### src/rtl/ram_arbiter.sv
// Round-robin arbiter sharing one single-port word RAM among NUM_REQ requesters.
// One transaction in flight; RAM inputs are held stable until the response completes or times out.
module ram_arbiter #(
   parameter int NUM_REQ = 2,
   parameter int SETTLE  = 2,
   parameter int TIMEOUT = 64
) (
   input  logic                    clk,
   input  logic                    rst_n,
   input  logic [NUM_REQ-1:0]      req,
   input  logic [NUM_REQ-1:0]      req_wr,
   input  logic [32*NUM_REQ-1:0]   req_addr,
   input  logic [32*NUM_REQ-1:0]   req_data,
   output logic [NUM_REQ-1:0]      ack,
   output logic [31:0]             rd_data,
   output logic                    err,
   output logic                    busy,
   output logic [31:0]             mem_data,
   output logic [31:0]             mem_addr,
   output logic                    mem_wr,
   input  logic                    mem_response,
   input  logic [31:0]             mem_out
);

   localparam int IW = (NUM_REQ > 1) ? $clog2(NUM_REQ) : 1;
   localparam int CW = $clog2(TIMEOUT + 1);

   typedef enum logic [1:0] {
      S_IDLE  = 2'd0,
      S_ISSUE = 2'd1,
      S_WAIT  = 2'd2,
      S_DONE  = 2'd3
   } state_t;

   state_t          state_q, state_d;
   logic [IW-1:0]   grant_q, grant_d;
   logic [IW-1:0]   rr_q, rr_d;
   logic [CW-1:0]   cnt_q, cnt_d;
   logic            busy_q, busy_d;
   logic            err_pend_q, err_pend_d;
   logic [31:0]     rd_data_q, rd_data_d;
   logic [31:0]     mem_data_q, mem_data_d;
   logic [31:0]     mem_addr_q, mem_addr_d;
   logic            mem_wr_q, mem_wr_d;

   logic [IW-1:0]   win;
   logic [IW:0]     cand;
   logic [IW:0]     grant_inc;

   // Scan offsets from the highest down so the smallest offset from rr_q wins.
   always_comb begin
      win  = '0;
      cand = '0;
      for (int i = NUM_REQ - 1; i >= 0; i--) begin
         cand = {1'b0, rr_q} + (IW+1)'(i);
         if (cand >= (IW+1)'(NUM_REQ)) begin
            cand = cand - (IW+1)'(NUM_REQ);
         end
         if (req[cand[IW-1:0]]) begin
            win = cand[IW-1:0];
         end
      end
   end

   assign grant_inc = {1'b0, grant_q} + (IW+1)'(1);

   always_comb begin
      state_d    = state_q;
      grant_d    = grant_q;
      rr_d       = rr_q;
      cnt_d      = cnt_q;
      busy_d     = busy_q;
      err_pend_d = err_pend_q;
      rd_data_d  = rd_data_q;
      mem_data_d = mem_data_q;
      mem_addr_d = mem_addr_q;
      mem_wr_d   = mem_wr_q;
      case (state_q)
         S_IDLE: begin
            if (|req) begin
               grant_d    = win;
               mem_wr_d   = req_wr[win];
               mem_addr_d = req_addr[32*win +: 32];
               mem_data_d = req_data[32*win +: 32];
               busy_d     = 1'b1;
               err_pend_d = 1'b0;
               state_d    = S_ISSUE;
            end
         end
         S_ISSUE: begin
            cnt_d   = '0;
            state_d = S_WAIT;
         end
         S_WAIT: begin
            // A completion on the final WAIT cycle takes priority over the timeout.
            if ((cnt_q >= CW'(SETTLE - 1)) && mem_response) begin
               if (!mem_wr_q) begin
                  rd_data_d = mem_out;
               end
               state_d = S_DONE;
            end else if (cnt_q == CW'(TIMEOUT - 1)) begin
               err_pend_d = 1'b1;
               state_d    = S_DONE;
            end else begin
               cnt_d = cnt_q + CW'(1);
            end
         end
         S_DONE: begin
            rr_d    = (grant_inc == (IW+1)'(NUM_REQ)) ? '0 : grant_inc[IW-1:0];
            busy_d  = 1'b0;
            state_d = S_IDLE;
         end
         default: state_d = S_IDLE;
      endcase
   end

   always_ff @(posedge clk or negedge rst_n) begin
      if (!rst_n) begin
         state_q    <= S_IDLE;
         grant_q    <= '0;
         rr_q       <= '0;
         cnt_q      <= '0;
         busy_q     <= 1'b0;
         err_pend_q <= 1'b0;
         rd_data_q  <= '0;
         mem_data_q <= '0;
         mem_addr_q <= '0;
         mem_wr_q   <= 1'b0;
      end else begin
         state_q    <= state_d;
         grant_q    <= grant_d;
         rr_q       <= rr_d;
         cnt_q      <= cnt_d;
         busy_q     <= busy_d;
         err_pend_q <= err_pend_d;
         rd_data_q  <= rd_data_d;
         mem_data_q <= mem_data_d;
         mem_addr_q <= mem_addr_d;
         mem_wr_q   <= mem_wr_d;
      end
   end

   genvar gi;
   generate
      for (gi = 0; gi < NUM_REQ; gi++) begin : g_ack
         assign ack[gi] = (state_q == S_DONE) && (grant_q == IW'(gi));
      end
   endgenerate

   assign err      = (state_q == S_DONE) && err_pend_q;
   assign busy     = busy_q;
   assign rd_data  = rd_data_q;
   assign mem_data = mem_data_q;
   assign mem_addr = mem_addr_q;
   assign mem_wr   = mem_wr_q;

endmodule

### config.mk
export PLATFORM = sky130hd
export DESIGN_NAME = ram_arbiter
export DESIGN_NICKNAME = d
export VERILOG_FILES = /design/src/rtl/ram_arbiter.sv
export SDC_FILE = /design/constraint.sdc
export NUM_CORES = 1
export LEC_CHECK = 0
export CAP_MARGIN = 10
export CORE_ASPECT_RATIO = 1.5
export CORE_MARGIN = 1.5
export CORE_UTILIZATION = 40
export CTS_CLUSTER_DIAMETER = 40
export CTS_CLUSTER_SIZE = 12
export DETAILED_ROUTE_END_ITERATION = 6
export PLACE_DENSITY = 0.82
export SLEW_MARGIN = 20
export SYNTH_ARGS = -nofsm -noshare
export SYNTH_HDL_FRONTEND = slang
export SYNTH_SLANG_ARGS = --single-unit
### constraint.sdc
create_clock -name clk -period 2.9 [get_ports clk]
set_clock_uncertainty 0.15 [all_clocks]
set_input_delay 0.29 -clock clk [delete_from_list [all_inputs] [get_ports clk]]
set_output_delay 0.29 -clock clk [all_outputs]
set_load 0.05 [all_outputs]
==> key figures, run 1 <==
Finish
  – Commonest non-fill, non-tap cell in the layout: clkdlybuf4s50_1
  – Non-filler cells in the finished layout: 847
  – Commonest non-fill, non-tap cells in the layout: clkdlybuf4s50_1, dfrtp_1, nand2_1
  – Post-route cell area: 8190 µm²
  – Core Util, Final: 0.661
  – Diodes inserted: 0
  – Layout net count: 859
  – P&R area growth vs syn: 62.1%
  – Fraction of layout cells with a size suffix above 1: 0.0912

Synthesis
  – Mux share of post-synthesis cell area: 0.237
  – Synth area leaders: dfrtp_1, mux2i_1, mux2_4
  – Post-Syn Area: 5050 µm²
  – Post-Syn Instances: 425
  – Syn avg cell area: 11.9 µm²
  – Synth Area in Adders: 0.0149
  – Netlist cell types: 34
  – Post-Synth Simple-Gate Area: 0.0874
  – Largest family of logic cells by synthesized area: multiplexers
  – Syn_nets: 598
  – Area leader, netlist: dfrtp_1
  – Synth Register Bits: 110
  – Seq/Total Area, Yosys: 0.545
  – Post-synth top area share: 0.545
  – Synth Area in Compound Gates: 0.0830
  – Post-Synth XOR/XNOR Area: 0
  – Synth warnings: 0

Worst hold path
  – Class of the worst hold path: input pin to asynchronous set/reset pin

Timing
  – Tmin final: 2.44 ns
  – Fin. max-slew vios: 0
  – Final number of setup-violating endpoints: 0
  – Worst hold slack: 0.295 ns
  – Worst-Margin Slew: 0.572 ns
  – RSZ-0062 raised after global routing: no
  – Final Cycle Share: 0.840
  – Final TNS setup: 0 ns
  – Relative slew slack: 0.617
  – Fin. Hold Viols: 0
  – Fmax: 411 MHz
  – Final setup margin: 0.464 ns

Detailed routing
  – Wire length per cell: 16.7 µm
  – # DRC: 0
  – Routed vias/inst: 4.98
  – Routed Antenna Nets: 0
  – First-pass DRT Iterations: 4
  – WL final: 14.1 mm
  – DRT iter0 DRCs: 109
  – Vias: 4,216

Global routing
  – Largest net degree at the start of global routing: 133
  – Initial antenna violation count: 0
  – GRT Total Usage: 0.214
  – GR met3 Demand/Resource: 0.0566
  – Global routing usage on met1: 0.244
  – Vias in the first global route: 4,417
  – Most used routing layer: met2
  – GR Overflow Total: 0
  – Met2 GRT Util: 0.368
  – First-pass GRT wire length: 22.1 mm

Die
  – Die Width: 94.8 µm
  – DIE AREA: 13,300 µm²
  – Core Area: 12,400 µm²
  – Die Y: 141 µm
  – Io pins: 268
  – Num rows: 50
  – Starting density of the core: 0.408

Setup path
  – Worst path arrival time: 2.00 ns
  – CP Max Fanout: 5
  – Worst setup path class: register to output port
  – CP Launch Type: register
  – Critical Path RT: 2.46 ns
  – Setup crit end kind: output port

Placed design
  – Final GP Congestion: 0.813
  – Hpwl dp: 10.9 mm
  – IO Port Bufs: 267
  – Area of placed instances: 7890 µm²
  – Cell Count Post-Placement: 830
  – Worst slack, placed: 0.577 ns

Clocking
  – # H-tree levels: 3
  – Post-CTS sizing: 0
  – Clock Tree Root: clkbuf_16
  – Clk_lat worst skew: 0.34 ns
  – Max Root-Sink Buffers: 2
  – TritonCTS clock tree: yes
  – Clk slew on worst S/H paths: 0.08 ns
  – Clock Sinks: 110
  – Number of buffers created by CTS: 9

Pwr
  – PwrDens: 1180 nW/µm²
  – Max VDD drop: 0.573 mV
  – Leak Pwr: 3.76 nW
  – Total power: 9.65 mW

Flow run
  – Max_cap viols: 0

Status
  – Status: complete, no violations
kinds of logic after synthesis:
group                    after synthesis
AO/OA/AOI/OAI                         78
adder cells (fa/ha/maj)                6
AND/OR/NAND/NOR                       97
multiplexers                         104
flip-flops                           110
buffers and inverters                 30
path summary, 6_finish.rpt:
kind	slack [ns]	start	depth (start not counted)	endpoint
max	0.46	state_q[1]$_DFFE_PN0P_	3	ack[1]
max in group asynchronous	1.50	rst_n	3	mem_addr[16]$_DFFE_PN0P_
min reg2reg	0.33	mem_data[10]$_DFFE_PN0P_	2	mem_data[10]$_DFFE_PN0P_
min in group clk	0.33	mem_data[10]$_DFFE_PN0P_	2	mem_data[10]$_DFFE_PN0P_
max reg2reg	0.58	cnt_q[0]$_DFFE_PN0P_	6	rd_data[28]$_DFFE_PN0P_
min	0.30	rst_n	2	rd_data[21]$_DFFE_PN0P_
Yosys cell counts:
cell	instances
inv_1	6
nor4b_1	1
nor2_1	6
and3_1	2
a2bb2oi_1	1
mux2_2	3
ha_1	6
nand2_1	73
a21o_1	1
o211ai_1	1
or3_1	1
dfrtp_1	110
mux2_4	30
nor4_2	2
o21ai_0	69
nand4_1	1
a21boi_1	1
nor3b_1	2
nor4bb_1	1
buf_8	3
buf_2	6
nor3_1	1
a21oi_1	1
and2_1	2
a21boi_4	1
nand3_1	1
mux2i_1	71
nand3b_4	1
buf_4	4
nand2b_1	2
o21ai_1	2
o21ai_2	1
nor2b_1	1
clkbuf_1	11
what timing repair did:
action	4_1_cts	5_1_grt
endpoints found under the hold margin	34	0
buffers inserted	0	0
hold buffers	1	0
per-layer routing:
metal | share of wire | up-vias | wire length (µm)
met5 | 0 | - | 0
met4 | 0.036 | 0 | 503
met3 | 0.080 | 32 | 1130
met2 | 0.51 | 198 | 7240
met1 | 0.37 | 2000 | 5240
li1 | - | 1986 | -
final cells by class:
type	count	area, µm²
multi-input cells	285	2150
inverters	6	22.5
flip-flops and latches	110	2750
fillers	957	4200
clock buffers	9	225
clock inverters	7	65.1
well taps	156	195
repair buffers	274	2780
state kept, by name, summed over array words and instances (netlist names):
register / count
mem_wr: 1
busy: 1
state_q: 2
mem_addr: 32
cnt_q: 7
err_pend_q: 1
grant_q: 1
rr_q: 1
mem_data: 32
rd_data: 32
report_power, final:
group	leakage, nW	internal, mW	switching [mW]	total (mW)
clock network	0.140	0.605	0.596	1.20
logic	2.26	2.12	3.65	5.77
registers	1.36	2.26	0.427	2.68
total	3.76	4.98	4.67	9.65
worst max-delay path, stage by stage, from the launching register on:
cell and delay [ns]:
dfrtp_1 0.40, ha_1 0.24, and2_1 0.16, clkdlybuf4s50_1 0.86
Note: power is estimated with default switching activity, not from simulation.
==> run 2: changes to the inputs <==
==> constraint.sdc (replaced) <==
create_clock -name clk -period 2.27 [get_ports clk]
set_clock_uncertainty 0.15 [all_clocks]
set_input_delay 0.227 -clock clk [delete_from_list [all_inputs] [get_ports clk]]
set_output_delay 0.227 -clock clk [all_outputs]
set_load 0.05 [all_outputs]
==> key figures, run 2 (same netlist as run 1, synthesis figures left out) <==
Pwr
  – Leak Pwr: 3.79 nW
  – PwrDens: 1500 nW/µm²
  – Max VDD drop: 0.777 mV

Detailed routing
  – First-pass DRT Iterations: 4
  – DRT iter0 DRCs: 129
  – # DRC: 0
  – Routed Antenna Nets: 0
  – Vias: 4,196
  – WL final: 13.9 mm
  – Routed vias/inst: 4.93
  – Wire length per cell: 16.3 µm

Global routing
  – Largest net degree at the start of global routing: 71
  – GR Overflow Total: 0
  – Initial antenna violation count: 0
  – Vias in the first global route: 4,346
  – GRT Total Usage: 0.211
  – First-pass GRT wire length: 21.8 mm

Clocking
  – TritonCTS clock tree: yes
  – Max Root-Sink Buffers: 2
  – Post-CTS sizing: 0
  – Number of buffers created by CTS: 9
  – Clock Sinks: 110
  – Clk slew on worst S/H paths: 0.08 ns
  – # H-tree levels: 3
  – Clock Tree Root: clkbuf_16
  – Clk_lat worst skew: 0.34 ns

Setup path
  – Critical Path RT: 2.34 ns
  – Worst path arrival time: 2.29 ns
  – Setup crit end kind: register
  – CP Max Fanout: 10
  – CP Launch Type: register
  – Worst setup path class: register to register

Die
  – Die Width: 94.8 µm
  – Core Area: 12,400 µm²
  – Num rows: 50
  – Starting density of the core: 0.408
  – Io pins: 268
  – DIE AREA: 13,300 µm²
  – Die Y: 141 µm

Placed design
  – IO Port Bufs: 267
  – Final GP Congestion: 0.834
  – Hpwl dp: 11.0 mm

Finish
  – Commonest non-fill, non-tap cell in the layout: clkdlybuf4s50_1
  – P&R area growth vs syn: 63.1%
  – Fraction of layout cells with a size suffix above 1: 0.101
  – Commonest non-fill, non-tap cells in the layout: clkdlybuf4s50_1, dfrtp_1, nand2_1
  – Core Util, Final: 0.665
  – Layout net count: 863
  – Filler cells: 944
  – Diodes inserted: 0

Timing
  – Relative slew slack: 0.617
  – Final Cycle Share: 0.977
  – Fin. max-slew vios: 0
  – RSZ-0062 raised after global routing: no
  – Tmin final: 2.22 ns
  – Fmax: 451 MHz
  – Worst-Margin Slew: 0.572 ns
  – Fin. Hold Viols: 0
  – Final number of setup-violating endpoints: 0
  – Final TNS setup: 0 ns

Worst hold path
  – Class of the worst hold path: input pin to asynchronous set/reset pin

Flow run
  – Max_cap viols: 0

Status
  – Status: complete, no violations
-- run 2: cell types whose count changed in the layout (fill, tap and decap cells not counted), sizes merged --
cell           previous run  this run
clkdlybuf4s50           266       263
buf                       7        14
clkinvlp                  1         3
inv                      10         9
clkinv                    2         1
-- run 2: worst paths after layout --
kind | startpoint | endpoint | slack, ns | depth (start not counted)
max in group asynchronous | rst_n | mem_data[31]$_DFFE_PN0P_ | 1.16 | 3
min | rst_n | cnt_q[0]$_DFFE_PN0P_ | 0.19 | 2
min in group clk | mem_data[11]$_DFFE_PN0P_ | mem_data[11]$_DFFE_PN0P_ | 0.33 | 2
min reg2reg | mem_data[11]$_DFFE_PN0P_ | mem_data[11]$_DFFE_PN0P_ | 0.33 | 2
max | cnt_q[1]$_DFFE_PN0P_ | state_q[1]$_DFFE_PN0P_ | 0.05 | 6
max reg2reg | cnt_q[1]$_DFFE_PN0P_ | state_q[1]$_DFFE_PN0P_ | 0.05 | 6
-- run 2: cell type report --
class | instances | area [µm²] | share of cell area
Clock inverter | 7 | 56.3 | 0.00683
Sequential cell | 110 | 2750 | 0.334
Tap cell | 156 | 195 | 0.0237
Clock buffer | 9 | 225 | 0.0273
Inverter | 6 | 22.5 | 0.00273
Multi-Input combinational cell | 285 | 2150 | 0.261
Timing Repair Buffer | 278 | 2840 | 0.344
-- run 2: per-stage QoR --
stage / cell area, µm² / power [mW] / hold WS, ns / cells / setup WS (ns)
detailed placement: 7950 / 11.0 / 0.0190 / 834 / 0.0774
global route: 8240 / 13.0 / 0.233 / 851 / 0.00273
finish: 8240 / 12.4 / 0.185 / 851 / 0.0522
floorplan: 5050 / 8.25 / -0.219 / 425 / 0.266
global placement: 7950 / 10.7 / 0.0170 / 834 / 0.187
CTS: 8240 / 12.5 / 0.195 / 851 / 0.0569
-- run 2: worst max-delay path, stage by stage (launching register included) --
cell	delay (ns)
dfrtp_1	0.41
inv_1	0.07
ha_1	0.19
nor4_2	0.40
a21boi_4	0.16
o21ai_0	0.32
mux2_2	0.38
-- run 2: per-layer routing --
layer | wire length, µm | GRT usage | up-vias
met5 | 0 | 0 | -
met4 | 379 | 0.0731 | 0
met2 | 7310 | 0.384 | 180
met1 | 4930 | 0.228 | 1993
met3 | 1240 | 0.0583 | 23
li1 | - | - | 2000
-- run 2: repair_timing --
action / 4_1_cts / 5_1_grt
buffers inserted: 0 / 0
hold endpoints to repair: 24 / 0
hold buffers: 1 / 0
endpoints found under the setup margin: 0 / 0
-- run 2: power by group --
group          internal, mW  leakage [nW]  switching [mW]
combinational          2.77          2.30            4.68
sequential             2.88          1.36           0.542
clock                 0.759         0.130           0.738
total                  6.41          3.79            5.96
